[config.mk]
export PLATFORM = sky130hd
export DESIGN_NAME = bp_load_sequencer
export DESIGN_NICKNAME = d
export VERILOG_FILES = /design/src/rtl/bp_load_sequencer.sv
export SDC_FILE = /design/constraint.sdc
export NUM_CORES = 1
export LEC_CHECK = 0
export CAP_MARGIN = 10
export CORE_ASPECT_RATIO = 0.7
export CORE_MARGIN = 5
export CORE_UTILIZATION = 34
export DETAILED_ROUTE_END_ITERATION = 16
export PLACE_DENSITY_LB_ADDON = 0.12
export SLEW_MARGIN = 20
export SYNTH_ARGS = -nofsm -noshare
export SYNTH_HDL_FRONTEND = slang
export SYNTH_SLANG_ARGS = --single-unit
export TNS_END_PERCENT = 10
[constraint.sdc]
create_clock -name clk -period 2.55 [get_ports clk]
set_input_delay 0.255 -clock clk [delete_from_list [all_inputs] [get_ports clk]]
set_output_delay 0.255 -clock clk [all_outputs]
set_load 0.01 [all_outputs]
[src/rtl/bp_load_sequencer.sv]
// bp_load_sequencer: feeds tile load requests to the BP fill controller, ping-ponging
// between two bank pairs with release-based credits. Define BP_SEQ_ABORT_EN to add abort/aborted.
module bp_load_sequencer #(
  parameter int DDR_ADDR_LEN = 32,
  parameter int ADDR_LEN     = 16,
  parameter int SINGLE_LEN   = 24,
  parameter int TILE_LEN     = 16
) (
  input  logic                    clk,
  input  logic                    rst,
  input  logic                    start,
  input  logic [DDR_ADDR_LEN-1:0] cfg_ddr_base,
  input  logic [DDR_ADDR_LEN-1:0] cfg_tile_stride,
  input  logic [TILE_LEN-1:0]     cfg_tile_num,
  input  logic [SINGLE_LEN-1:0]   cfg_tile_bytes,
  input  logic [ADDR_LEN-1:0]     cfg_bp_st_addr,
  input  logic [SINGLE_LEN-1:0]   cfg_line_width,
  output logic                    fifo_conf,
  output logic [DDR_ADDR_LEN-1:0] fifo_ddr_st_addr,
  output logic [SINGLE_LEN-1:0]   fifo_data_ddr_byte,
  output logic [ADDR_LEN-1:0]     fifo_bp_st_addr,
  output logic [1:0]              fifo_bp_st_num,
  output logic [SINGLE_LEN-1:0]   fifo_line_width,
  input  logic                    fifo_idle,
  output logic                    tile_ready,
  output logic                    tile_bank,
  input  logic                    tile_release,
  output logic                    busy,
  output logic                    done,
  output logic                    release_err
`ifdef BP_SEQ_ABORT_EN
  ,
  input  logic                    abort,
  output logic                    aborted
`endif
);

  typedef enum logic [2:0] {
    IDLE,
    WAIT_CREDIT,
    ISSUE,
    WAIT_BUSY,
    WAIT_DONE,
    NEXT
  } state_e;

  state_e                  state_q,        state_d;
  logic [1:0]              free_pairs_q,   free_pairs_d;
  logic [TILE_LEN-1:0]     tile_cnt_q,     tile_cnt_d;
  logic [TILE_LEN-1:0]     tile_num_q,     tile_num_d;
  logic [DDR_ADDR_LEN-1:0] stride_q,       stride_d;
  logic [DDR_ADDR_LEN-1:0] addr_acc_q,     addr_acc_d;
  logic [SINGLE_LEN-1:0]   bytes_q,        bytes_d;
  logic [SINGLE_LEN-1:0]   line_width_q,   line_width_d;
  logic [ADDR_LEN-1:0]     bp_addr_q,      bp_addr_d;
  logic                    bank_q,         bank_d;
  logic                    fifo_conf_q,    fifo_conf_d;
  logic [DDR_ADDR_LEN-1:0] fifo_addr_q,    fifo_addr_d;
  logic [SINGLE_LEN-1:0]   fifo_bytes_q,   fifo_bytes_d;
  logic [SINGLE_LEN-1:0]   fifo_lw_q,      fifo_lw_d;
  logic [ADDR_LEN-1:0]     fifo_bp_addr_q, fifo_bp_addr_d;
  logic [1:0]              fifo_num_q,     fifo_num_d;
  logic                    tile_ready_q,   tile_ready_d;
  logic                    tile_bank_q,    tile_bank_d;
  logic                    done_q,         done_d;
  logic                    err_q,          err_d;
  logic                    rel_ok;
`ifdef BP_SEQ_ABORT_EN
  logic                    abort_pend_q,   abort_pend_d;
  logic                    aborted_q,      aborted_d;
`endif

  always_comb begin
    state_d        = state_q;
    tile_cnt_d     = tile_cnt_q;
    tile_num_d     = tile_num_q;
    stride_d       = stride_q;
    addr_acc_d     = addr_acc_q;
    bytes_d        = bytes_q;
    line_width_d   = line_width_q;
    bp_addr_d      = bp_addr_q;
    bank_d         = bank_q;
    fifo_conf_d    = 1'b0;
    fifo_addr_d    = fifo_addr_q;
    fifo_bytes_d   = fifo_bytes_q;
    fifo_lw_d      = fifo_lw_q;
    fifo_bp_addr_d = fifo_bp_addr_q;
    fifo_num_d     = fifo_num_q;
    tile_ready_d   = 1'b0;
    tile_bank_d    = tile_bank_q;
    done_d         = 1'b0;
`ifdef BP_SEQ_ABORT_EN
    abort_pend_d   = abort_pend_q;
    aborted_d      = 1'b0;
`endif

    // A release with both pairs already free is dropped and flagged.
    rel_ok = tile_release && (free_pairs_q != 2'd2);
    err_d  = err_q | (tile_release && (free_pairs_q == 2'd2));
    case ({state_q == ISSUE, rel_ok})
      2'b10:   free_pairs_d = free_pairs_q - 2'd1;
      2'b01:   free_pairs_d = free_pairs_q + 2'd1;
      default: free_pairs_d = free_pairs_q;
    endcase

    case (state_q)
      IDLE: begin
        if (start) begin
          tile_num_d   = cfg_tile_num;
          stride_d     = cfg_tile_stride;
          addr_acc_d   = cfg_ddr_base;
          bytes_d      = cfg_tile_bytes;
          line_width_d = cfg_line_width;
          bp_addr_d    = cfg_bp_st_addr;
          bank_d       = 1'b0;
          tile_cnt_d   = '0;
          free_pairs_d = 2'd2;
`ifdef BP_SEQ_ABORT_EN
          abort_pend_d = 1'b0;
`endif
          state_d      = (cfg_tile_num == '0) ? NEXT : WAIT_CREDIT;
        end
      end

      WAIT_CREDIT: begin
`ifdef BP_SEQ_ABORT_EN
        if (abort) begin
          state_d   = IDLE;
          done_d    = 1'b1;
          aborted_d = 1'b1;
        end else
`endif
        if ((free_pairs_q != 2'd0) && fifo_idle) begin
          // Descriptor registers load here and hold until the next issue.
          state_d        = ISSUE;
          fifo_conf_d    = 1'b1;
          fifo_addr_d    = addr_acc_q;
          fifo_bytes_d   = bytes_q;
          fifo_lw_d      = line_width_q;
          fifo_bp_addr_d = bp_addr_q;
          fifo_num_d     = {bank_q, 1'b0};
          addr_acc_d     = addr_acc_q + stride_q;
          bank_d         = ~bank_q;
          tile_cnt_d     = tile_cnt_q + TILE_LEN'(1);
        end
      end

      ISSUE: begin
`ifdef BP_SEQ_ABORT_EN
        if (abort) abort_pend_d = 1'b1;
`endif
        state_d = WAIT_BUSY;
      end

      WAIT_BUSY: begin
`ifdef BP_SEQ_ABORT_EN
        if (abort) abort_pend_d = 1'b1;
`endif
        if (!fifo_idle) state_d = WAIT_DONE;
      end

      WAIT_DONE: begin
`ifdef BP_SEQ_ABORT_EN
        if (abort) abort_pend_d = 1'b1;
        if (fifo_idle && (abort_pend_q || abort)) begin
          state_d      = IDLE;
          done_d       = 1'b1;
          aborted_d    = 1'b1;
          abort_pend_d = 1'b0;
        end else
`endif
        if (fifo_idle) begin
          state_d      = NEXT;
          tile_ready_d = 1'b1;
          tile_bank_d  = fifo_num_q[1];
        end
      end

      NEXT: begin
`ifdef BP_SEQ_ABORT_EN
        if (abort) begin
          state_d   = IDLE;
          done_d    = 1'b1;
          aborted_d = 1'b1;
        end else
`endif
        if (tile_cnt_q == tile_num_q) begin
          state_d = IDLE;
          done_d  = 1'b1;
        end else begin
          state_d = WAIT_CREDIT;
        end
      end

      default: state_d = IDLE;
    endcase
  end

  always_ff @(posedge clk) begin
    if (rst) begin
      state_q        <= IDLE;
      free_pairs_q   <= 2'd2;
      tile_cnt_q     <= '0;
      tile_num_q     <= '0;
      stride_q       <= '0;
      addr_acc_q     <= '0;
      bytes_q        <= '0;
      line_width_q   <= '0;
      bp_addr_q      <= '0;
      bank_q         <= 1'b0;
      fifo_conf_q    <= 1'b0;
      fifo_addr_q    <= '0;
      fifo_bytes_q   <= '0;
      fifo_lw_q      <= '0;
      fifo_bp_addr_q <= '0;
      fifo_num_q     <= '0;
      tile_ready_q   <= 1'b0;
      tile_bank_q    <= 1'b0;
      done_q         <= 1'b0;
      err_q          <= 1'b0;
`ifdef BP_SEQ_ABORT_EN
      abort_pend_q   <= 1'b0;
      aborted_q      <= 1'b0;
`endif
    end else begin
      state_q        <= state_d;
      free_pairs_q   <= free_pairs_d;
      tile_cnt_q     <= tile_cnt_d;
      tile_num_q     <= tile_num_d;
      stride_q       <= stride_d;
      addr_acc_q     <= addr_acc_d;
      bytes_q        <= bytes_d;
      line_width_q   <= line_width_d;
      bp_addr_q      <= bp_addr_d;
      bank_q         <= bank_d;
      fifo_conf_q    <= fifo_conf_d;
      fifo_addr_q    <= fifo_addr_d;
      fifo_bytes_q   <= fifo_bytes_d;
      fifo_lw_q      <= fifo_lw_d;
      fifo_bp_addr_q <= fifo_bp_addr_d;
      fifo_num_q     <= fifo_num_d;
      tile_ready_q   <= tile_ready_d;
      tile_bank_q    <= tile_bank_d;
      done_q         <= done_d;
      err_q          <= err_d;
`ifdef BP_SEQ_ABORT_EN
      abort_pend_q   <= abort_pend_d;
      aborted_q      <= aborted_d;
`endif
    end
  end

  assign fifo_conf          = fifo_conf_q;
  assign fifo_ddr_st_addr   = fifo_addr_q;
  assign fifo_data_ddr_byte = fifo_bytes_q;
  assign fifo_bp_st_addr    = fifo_bp_addr_q;
  assign fifo_bp_st_num     = fifo_num_q;
  assign fifo_line_width    = fifo_lw_q;
  assign tile_ready         = tile_ready_q;
  assign tile_bank          = tile_bank_q;
  assign busy               = (state_q != IDLE);
  assign done               = done_q;
  assign release_err        = err_q;
`ifdef BP_SEQ_ABORT_EN
  assign aborted            = aborted_q;
`endif

endmodule

==> summary.txt, run 1 <==
Status
  – Status: finished, violations left
  – Failing checks: setup timing

Min path
  – Worst hold path class: in -> reg
  – Hold path endpoint: addr_acc_q[23]$_SDFFE_PP0P_
  – HP Start: rst
  – Hold depth: 4

Clocking
  – Reg clk slew, reported paths: 0.06 ns
  – CTS tree: built
  – Number of buffers created by CTS: 29
  – Max clock buf depth: 3
  – CTS Sinks: around 270
  – H-tree level count: 1
  – Clk Latency, worst-skew pair: 0.55 ns
  – Clk root buf: clkbuf_16

Critical path
  – Crit end category: register
  – CP startpoint kind: register
  – Peak per-stage delay on the critical path: between 0.4 and 0.5 ns
  – Reg-to-Reg End: addr_acc_q[28]$_SDFFE_PP0P_
  – Internal reg-to-reg setup slack: -0.06 ns
  – Crit path top cell by count: a21o_1
  – Crit path required time: 2.99 ns
  – Critical R2R Launch: stride_q[0]$_SDFFE_PP0P_
  – Slowest CP cell: a221o_1
  – CP Max Fanout: 3
  – CP cell instances: ha_4 > fa_2 > a211oi_2 > o21ai_1 > nand3_1 > nand3_2 > a221o_1 > a21o_1 > a21o_1 > a211o_1
  – WP data arrival: around 3 ns
  – Setup Crit Path Kind: reg -> reg
  – R2R depth: 10
  – Worst setup path start: stride_q[0]$_SDFFE_PP0P_

Place
  – Port bufs: 251
  – Pre-CTS worst setup slack: -0.1511 ns
  – Final GP Congestion: about 0.86
  – Cell Count Post-Placement: around 2.2k
  – Placed wire-length estimate: 26,090 um
  – Placed cell area: ~15,000 um2

Die
  – Number of cell rows: 56
  – Die width: 230.9 um
  – # IOs: 253
  – Die Footprint: roughly 38,000 um2
  – Core area: approximately 34,000 um2
  – Die Y: between 150 and 200 um
  – Initial Utilization: ~35%

STA
  – Worst Setup Slack, final: -0.05799 ns
  – Final setup violation count: 2
  – Final Hold Vio Count: 0
  – Crit share post-route: 102.3%
  – Slew Limit Fails: 0
  – Worst slew pin tran: roughly 0.75 ns
  – Setup Skew: ~0.012 ns
  – RSZ-0062 raised after global routing: true
  – Final min period: approximately 2.6 ns
  – Fmax: around 380 MHz
  – Slew margin rel.: between 40% and 50%

Drt
  – Starting DRT DRC Count: 714
  – Vias/cell: roughly 5.0
  – Final WL: about 37,000 um
  – DR WL/cell: 16.83 um
  – Via Count: ~11k
  – DRC: 0
  – Antenna viol nets, final: 0
  – TritonRoute pass-1 iters: 4

Logic synthesis
  – Netlist cell types: between 60 and 70
  – Cell area after synthesis: 11,620 um2
  – Ys async rst share: 0%
  – Syn avg cell area: 7.724 um2
  – Post-synthesis sequential area ratio: between 40 and 50%
  – Synth top area share: between 40 and 50%
  – Mapped Cells: roughly 1.5k
  – Largest cells by area after synthesis: dfxtp_1 (46%), nand2_1 (15%), a21oi_1 (12%)
  – Post-synth top area cell: dfxtp_1
  – Ys Warns: 0
  – Net Count, Synth: approximately 1.7k
  – Post-synth EDFFs: 0
  – Ys flop type: dfxtp_1
  – Yosys reg bits: 268

GRT
  – GRT Total Usage: roughly a fifth
  – Vias in the first global route: about 11k
  – First-pass GRT wire length: a little under 60,000 um
  – Global route overflow: 0
  – Initial antenna violation count: 1
  – Largest net degree at the start of global routing: approximately 150

Finish
  – Final cell count without fillers: approximately 2.2k
  – Ant diodes: 0
  – Share of cells above drive strength 1: around 8.2%
  – Fillers: 3,393
  – Final #Nets: approximately 1.9k
  – Commonest cells after routing, fill and taps aside: nand2_1 (473), a21oi_1 (270), dfxtp_1 (266), clkdlybuf4s50_1 (250), nor2_1 (68)
  – Area growth, synth to finish: 37.34%
  – Commonest non-fill, non-tap cell in the layout: nand2_1
  – Final Cell Area: roughly 16,000 um2

Power
  – Power per cell area: 677.6 nW/um2
  – Worst vdd ir: between 0.0004 and 0.0005 V
  – Sw power: ~3 mW
  – Clk pwr share: about 38%
  – P_leak: approximately 6.0 nW
  – Switching part of the total: 28.13%
  – Internal power: 7.770 mW
  – Sequential Power Share: 42.9%
  – Comb power frac: between 10% and 20%

Job
  – Max-cap violations: 0
[kinds of logic (layout without fill, tap and decap cells)]
| family | count (synthesis) | in the layout | share of synthesized area (%) |
|---|---|---|---|
| AO/OA/AOI/OAI | 387 | 387 | 19.02 |
| buffers and inverters | 111 | 382 | 3.813 |
| adder cells (fa/ha/maj) | 34 | 34 | 3.726 |
| AND/OR/NAND/NOR | 652 | 652 | 23.34 |
| flip-flops | 268 | 268 | 46.18 |
| XOR/XNOR | 48 | 48 | 3.619 |
| other | 1 | 1 | 0.03228 |
| multiplexers | 3 | 3 | 0.2693 |
[layer usage]
| layer | global-route usage, % | part of all wire [%] | wire length [um] |
|---|---|---|---|
| met5 | 0 | 0.035 | 13 |
| met4 | 3.348 | 1.6 | 587 |
| met3 | 3.901 | 4.9 | 1813 |
| met2 | 29.30 | 44 | 16200 |
| met1 | 27.21 | 50 | 18590 |
[through the flow]
step                setup TNS [ns]  utilization, %  hold slack (ns)  power, mW
floorplan                        0               -           0.3910      5.858
global placement           -0.1124           44.46           0.4353      6.771
detailed placement         -0.2318           44.46           0.4425      6.791
CTS                       -0.09646           47.31           0.1937      10.94
global route               -0.6664           47.44           0.2085      11.38
finish                    -0.08632           47.44           0.2261      10.81
[worst max-delay path, delay by kind of cell, from the launching register on]
kind            cells  cell delay (ns)
simple gates        2             0.19
compound gates      6             1.47
flops               1             0.33
fa+ha+maj           2             0.51
[cells in the mapped netlist (4+ instances only)]
library cell  count
o21ai_0          29
o21bai_1          4
nor2_1           69
buf_4             4
dfxtp_1         268
nand2b_1          6
nand2_1         474
nand3_1          26
inv_1             8
a21oi_1         271
or3_1             9
buf_2             9
xor2_1           14
o22ai_1           7
ha_1             33
nor4_1            7
a311oi_1          9
xnor2_1          34
a21o_1           21
nor3_1           11
a31oi_1           6
nand4_1          15
clkbuf_1         88
and3_1           16
a211oi_1          8
[layout make-up]
cell class                 instances  area [um2]  share of cell area [%]
timing repair buffer             325        3209                   20.11
multi-input combinational       1125        5899                   36.97
inverter                           9       33.78                  0.2117
clock buffer                      40       807.0                   5.058
clock inverter                     8       93.84                  0.5881
sequential                       268        5368                   33.64
tap                              435       544.3                   3.411
[power by group through the flow]
| stage | Sequential (mW) | Clock [mW] | Combinational (mW) |
|---|---|---|---|
| final | 4.64 | 4.09 | 2.08 |
| after floorplan | 4.69 | 0 | 1.17 |
| after detailed placement | 4.72 | 0 | 2.07 |
| after global routing | 4.67 | 4.40 | 2.31 |
| after global placement | 4.72 | 0 | 2.05 |
| after CTS | 4.64 | 4.21 | 2.09 |
[flip-flops by register name, summed over array words and instances, names as in the netlist, 2 cells and up]
signal and cells:
fifo_line_width 24, bp_addr_q 16, fifo_bp_st_addr 16, tile_num_q 16, addr_acc_q 32, tile_cnt_q 16
bytes_q 24, line_width_q 24, state_q 3, free_pairs_q 2, stride_q 32, fifo_data_ddr_byte 24
fifo_ddr_st_addr 32
[repair_timing]
action,CTS,global route
hold buffers,0,0
buffers inserted,4,0
setup endpoints to repair,5,15
resized for setup,7,8
pin swaps,10,12
[worst max-delay path by stage]
stage,endpoint,depth (start not counted)
5_1_grt,addr_acc_q[28]$_SDFFE_PP0P_,10
4_1_cts,addr_acc_q[28]$_SDFFE_PP0P_,10
3_3_place_gp,addr_acc_q[28]$_SDFFE_PP0P_,10
3_5_place_dp,addr_acc_q[28]$_SDFFE_PP0P_,10
6_report,addr_acc_q[28]$_SDFFE_PP0P_,10
2_1_floorplan,addr_acc_q[28]$_SDFFE_PP0P_,10
Power figures use the tool's default switching activity.
==> run 2, diff against run 1 <==
--- a/config.mk
+++ b/config.mk
@@ -5,12 +5,14 @@
 export SDC_FILE = /design/constraint.sdc
 export NUM_CORES = 1
 export LEC_CHECK = 0
+export ABC_AREA = 1
 export CAP_MARGIN = 10
 export CORE_ASPECT_RATIO = 0.7
 export CORE_MARGIN = 5
 export CORE_UTILIZATION = 34
 export DETAILED_ROUTE_END_ITERATION = 16
 export PLACE_DENSITY_LB_ADDON = 0.12
+export REMOVE_ABC_BUFFERS = 1
 export SLEW_MARGIN = 20
 export SYNTH_ARGS = -nofsm -noshare
 export SYNTH_HDL_FRONTEND = slang
==> run 2 against run 1 <==
Effect of this change: the run now ends clean; highest routed layer unchanged; wire length rose by 10%; clock-buffer cell count is 2 higher; synthesized area up 7.3%; die area rose by 6.9%; via count up 11%; sequential cell count unchanged; worst setup slack better by 0.45 ns; hold slack better by 0.037 ns; largest cell class unchanged; combinational power rose to 3.3 times the previous value; global-route usage rose by 0.80 points.
==> summary.txt, run 2 <==
Status
  – Status: completed

Critical path
  – R2R depth: 14 (+4)
  – Crit path required time: 2.30 ns (-0.69 ns)
  – Setup Crit Path Kind: reg -> out
  – Critical R2R Launch: addr_acc_q[0]$_SDFFE_PP0P_
  – CP cell instances: nor2_2 > nand2_2 > clkdlybuf4s50_1
  – Peak per-stage delay on the critical path: 0.57 ns (+0.14 ns)
  – Crit end category: output pin
  – WP data arrival: 1.91 ns (-1.13 ns)
  – Internal reg-to-reg setup slack: 0.40 ns (+0.46 ns)
  – Slowest CP cell: clkdlybuf4s50_1
  – CP Max Fanout: 7 (+4)
  – Worst setup path start: state_q[0]$_SDFFE_PP0P_
  – CP startpoint kind: register
  – Reg-to-Reg End: addr_acc_q[24]$_SDFFE_PP0P_

Drt
  – TritonRoute pass-1 iters: 5 (+1)
  – DRC: 0 (unchanged)
  – Vias/cell: 4.748 (-4.5%)
  – Antenna viol nets, final: 0 (unchanged)
  – DR WL/cell: 15.95 um (-5.2%)
  – Starting DRT DRC Count: 738 (+3.4%)
  – Via Count: 12.21k (+11%)
  – Final WL: 41,020 um (+10%)

Clocking
  – CTS Sinks: 268 (unchanged)
  – Post-CTS sizing: 0 (-7)
  – Post-CTS setup buffers: 0 (-4)
  – CTS tree: built
  – Reg clk slew, reported paths: 0.06 ns (about the same)
  – Clk root buf: clkbuf_16
  – Max clock buf depth: 3 (unchanged)
  – H-tree level count: 1 (unchanged)
  – Number of buffers created by CTS: 29 (unchanged)
  – Clk Latency, worst-skew pair: 0.58 ns (+0.03 ns)
  – Hold buffer count at cts: 0 (unchanged)

Finish
  – Commonest non-fill, non-tap cell in the layout: nor2_1
  – Area growth, synth to finish: 31.06%
  – Commonest cells after routing, fill and taps aside: nor2_1 (483), nand2_1 (330), dfxtp_1 (268), clkdlybuf4s50_1 (251), o21ai_0 (250)
  – Fillers: 3,713 (+9.4%)
  – Share of cells above drive strength 1: 4.256% (-3.9 points)
  – Final #Nets: 2,252 (+16%)
  – Final Cell Area: 16,340 um2 (+2.4%)

STA
  – Final Hold Vio Count: 0 (unchanged)
  – Setup Skew: 0.01375 ns (+0.001971 ns)
  – RSZ-0062 raised after global routing: false
  – Final min period: 2.163 ns (-0.4452 ns)
  – Slew Limit Fails: 0 (unchanged)
  – Final setup violation count: 0 (-2)
  – Fmax: 462.4 MHz (+21%)
  – Crit share post-route: 84.82% (-17 points)
  – Hold_ws: 0.2632 ns (+0.03708 ns)
  – Fin Setup TNS: 0 ns (+0.08632 ns)
  – Worst slew pin tran: 0.7466 ns (-0.005911 ns)
  – Slew margin rel.: 50.22% (+0.39 points)

Power
  – Sw power: 6.826 mW (+120%)
  – Worst vdd ir: 0.0005460 V (+34%)
  – Clk pwr share: 24.6% (-13 points)
  – Sequential Power Share: 35.6% (-7.3 points)
  – Internal power: 10.47 mW (+35%)
  – Switching part of the total: 39.48% (+11 points)
  – Comb power frac: 39.8% (+20 points)
  – Power, Total: 17.29 mW (+60%)
  – P_leak: 7.418 nW (+24%)
  – Power per cell area: 1059 nW/um2 (+56%)

GRT
  – Largest net degree at the start of global routing: 142 (-4.1%)
  – Vias in the first global route: 12.02k (+14%)
  – GRT Total Usage: 19.55% (+0.80 points)
  – Global route overflow: 0 (unchanged)
  – First-pass GRT wire length: 65,100 um (+12%)
  – Initial antenna violation count: 5 (+4)

Min path
  – Worst hold path class: in -> reg
  – Hold depth: 3 (-1)
  – HP Start: cfg_bp_st_addr[8]
  – Hold path endpoint: bp_addr_q[8]$_SDFFE_PP0P_

Place
  – Final GP Congestion: 0.8834 (+2.9%)
  – Placed cell area: 15,380 um2 (+2.8%)
  – Placed wire-length estimate: 28,280 um (+8.4%)
  – Port bufs: 251 (unchanged)

Die
  – Die Y: 170.2 um (+3.4%)
  – Core area: 36,070 um2 (+7.2%)
  – Die Footprint: 40,650 um2 (+6.9%)
  – Initial Utilization: 34.56% (about the same)
  – Die width: 238.9 um (+3.4%)
  – # IOs: 253 (unchanged)
  – Number of cell rows: 58 (+3.6%)

Logic synthesis
  – Most frequent cell after synthesis: nor2_1
  – Syn avg cell area: 6.709 um2 (-13%)
  – Ys Warns: 0 (unchanged)
  – Netlist cell types: 40 (-38%)
  – Synth top area share: 43.04% (-3.1 points)
  – Post-synth top area cell: dfxtp_1
  – Mapped Cells: 1,858 (+24%)
  – Post-synth EDFFs: 0 (unchanged)
  – Yosys reg bits: 268 (unchanged)
  – Ys flop type: dfxtp_1
  – Post-synth top cells: nor2_1 (483), nand2_1 (330), dfxtp_1 (268)
  – Ys async rst share: 0% (unchanged)
  – Cell area after synthesis: 12,460 um2 (+7.3%)
  – Post-synthesis sequential area ratio: 43.04% (-3.1 points)
  – Largest cells by area after synthesis: dfxtp_1 (43%), nor2_1 (15%), o21ai_0 (10%)

Job
  – Max-cap violations: 0 (unchanged)
## run 2: changes by cell type after synthesis, moves of 19 or more
cell      before  now
a21oi_1      271   88
a21o_1        21    2
xnor2_1       34    3
o21ai_0       29  250
inv_1          8  162
nand2_1      474  330
nor2_1        69  483
nand3_1       26   55
clkbuf_1      88   66
## run 2: worst max-delay path, delay by kind of cell, from the launching register on
kind	cells	cell delay, ns
buffers and inverters	1	0.57
flip-flops	1	0.52
AND/OR/NAND/NOR	2	0.25
## run 2: cells by family (layout without fill, tap and decap cells)
family          after synthesis  count (layout)  synth area share, %
simple gates                915             915                29.08
compound gates              362             362                14.83
flops                       268             268                43.04
buf+inv                     260             493                8.281
fa+ha+maj                    34              34                3.473
xor+xnor                     18              18                1.265
other cells                   1               2              0.03009
## run 2: routing by layer
metal  vias up  wire length, um  GRT usage (%)  part of all wire, %
met4         8              866          4.090                  2.1
met1      5560            19980          27.69                   49
met3        58             2692          5.297                  6.6
met2       262            17430          30.08                   42
met5         -               53              0                 0.13
li1       6324                -              -                    -
## run 2: final cells by class
class                      instances  area (um2)  area share, %
timing repair buffer             270        2693          16.48
inverter                         170       646.9          3.960
tap                              480       600.6          3.676
antenna                            1       2.502        0.01532
clock inverter                    11       101.3         0.6204
clock buffer                      42       854.6          5.231
multi-input combinational       1330        6072          37.17
sequential                       268        5365          32.84
## run 2: worst max-delay path by stage
stage | end | slack, ns | depth (start not counted)
after floorplan | tile_cnt_q[8]$_SDFFE_PP0P_ | -1.59 | 5
after global placement | tile_cnt_q[10]$_SDFFE_PP0P_ | 0.45 | 12
after detailed placement | tile_cnt_q[10]$_SDFFE_PP0P_ | 0.41 | 12
after CTS | busy | 0.32 | 3
after global routing | addr_acc_q[24]$_SDFFE_PP0P_ | 0.24 | 14
final | busy | 0.39 | 3
## run 2: power by group through the flow
stage	combinational, mW	clock [mW]	sequential [mW]
global route	7.82	4.55	6.32
CTS	6.98	4.39	6.17
global placement	6.89	0	6.22
detailed placement	6.94	0	6.24
floorplan	3.87	0	6.25
finish	6.88	4.25	6.16
## run 2: through the flow
step | utilization [%] | setup slack [ns] | std cells
final | 45.29 | 0.3872 | 2572
after global placement | 42.64 | 0.4482 | 2518
after global routing | 45.29 | 0.2369 | 2572
after floorplan | - | -1.589 | 1768
after CTS | 45.29 | 0.3212 | 2571
after detailed placement | 42.64 | 0.4125 | 2518
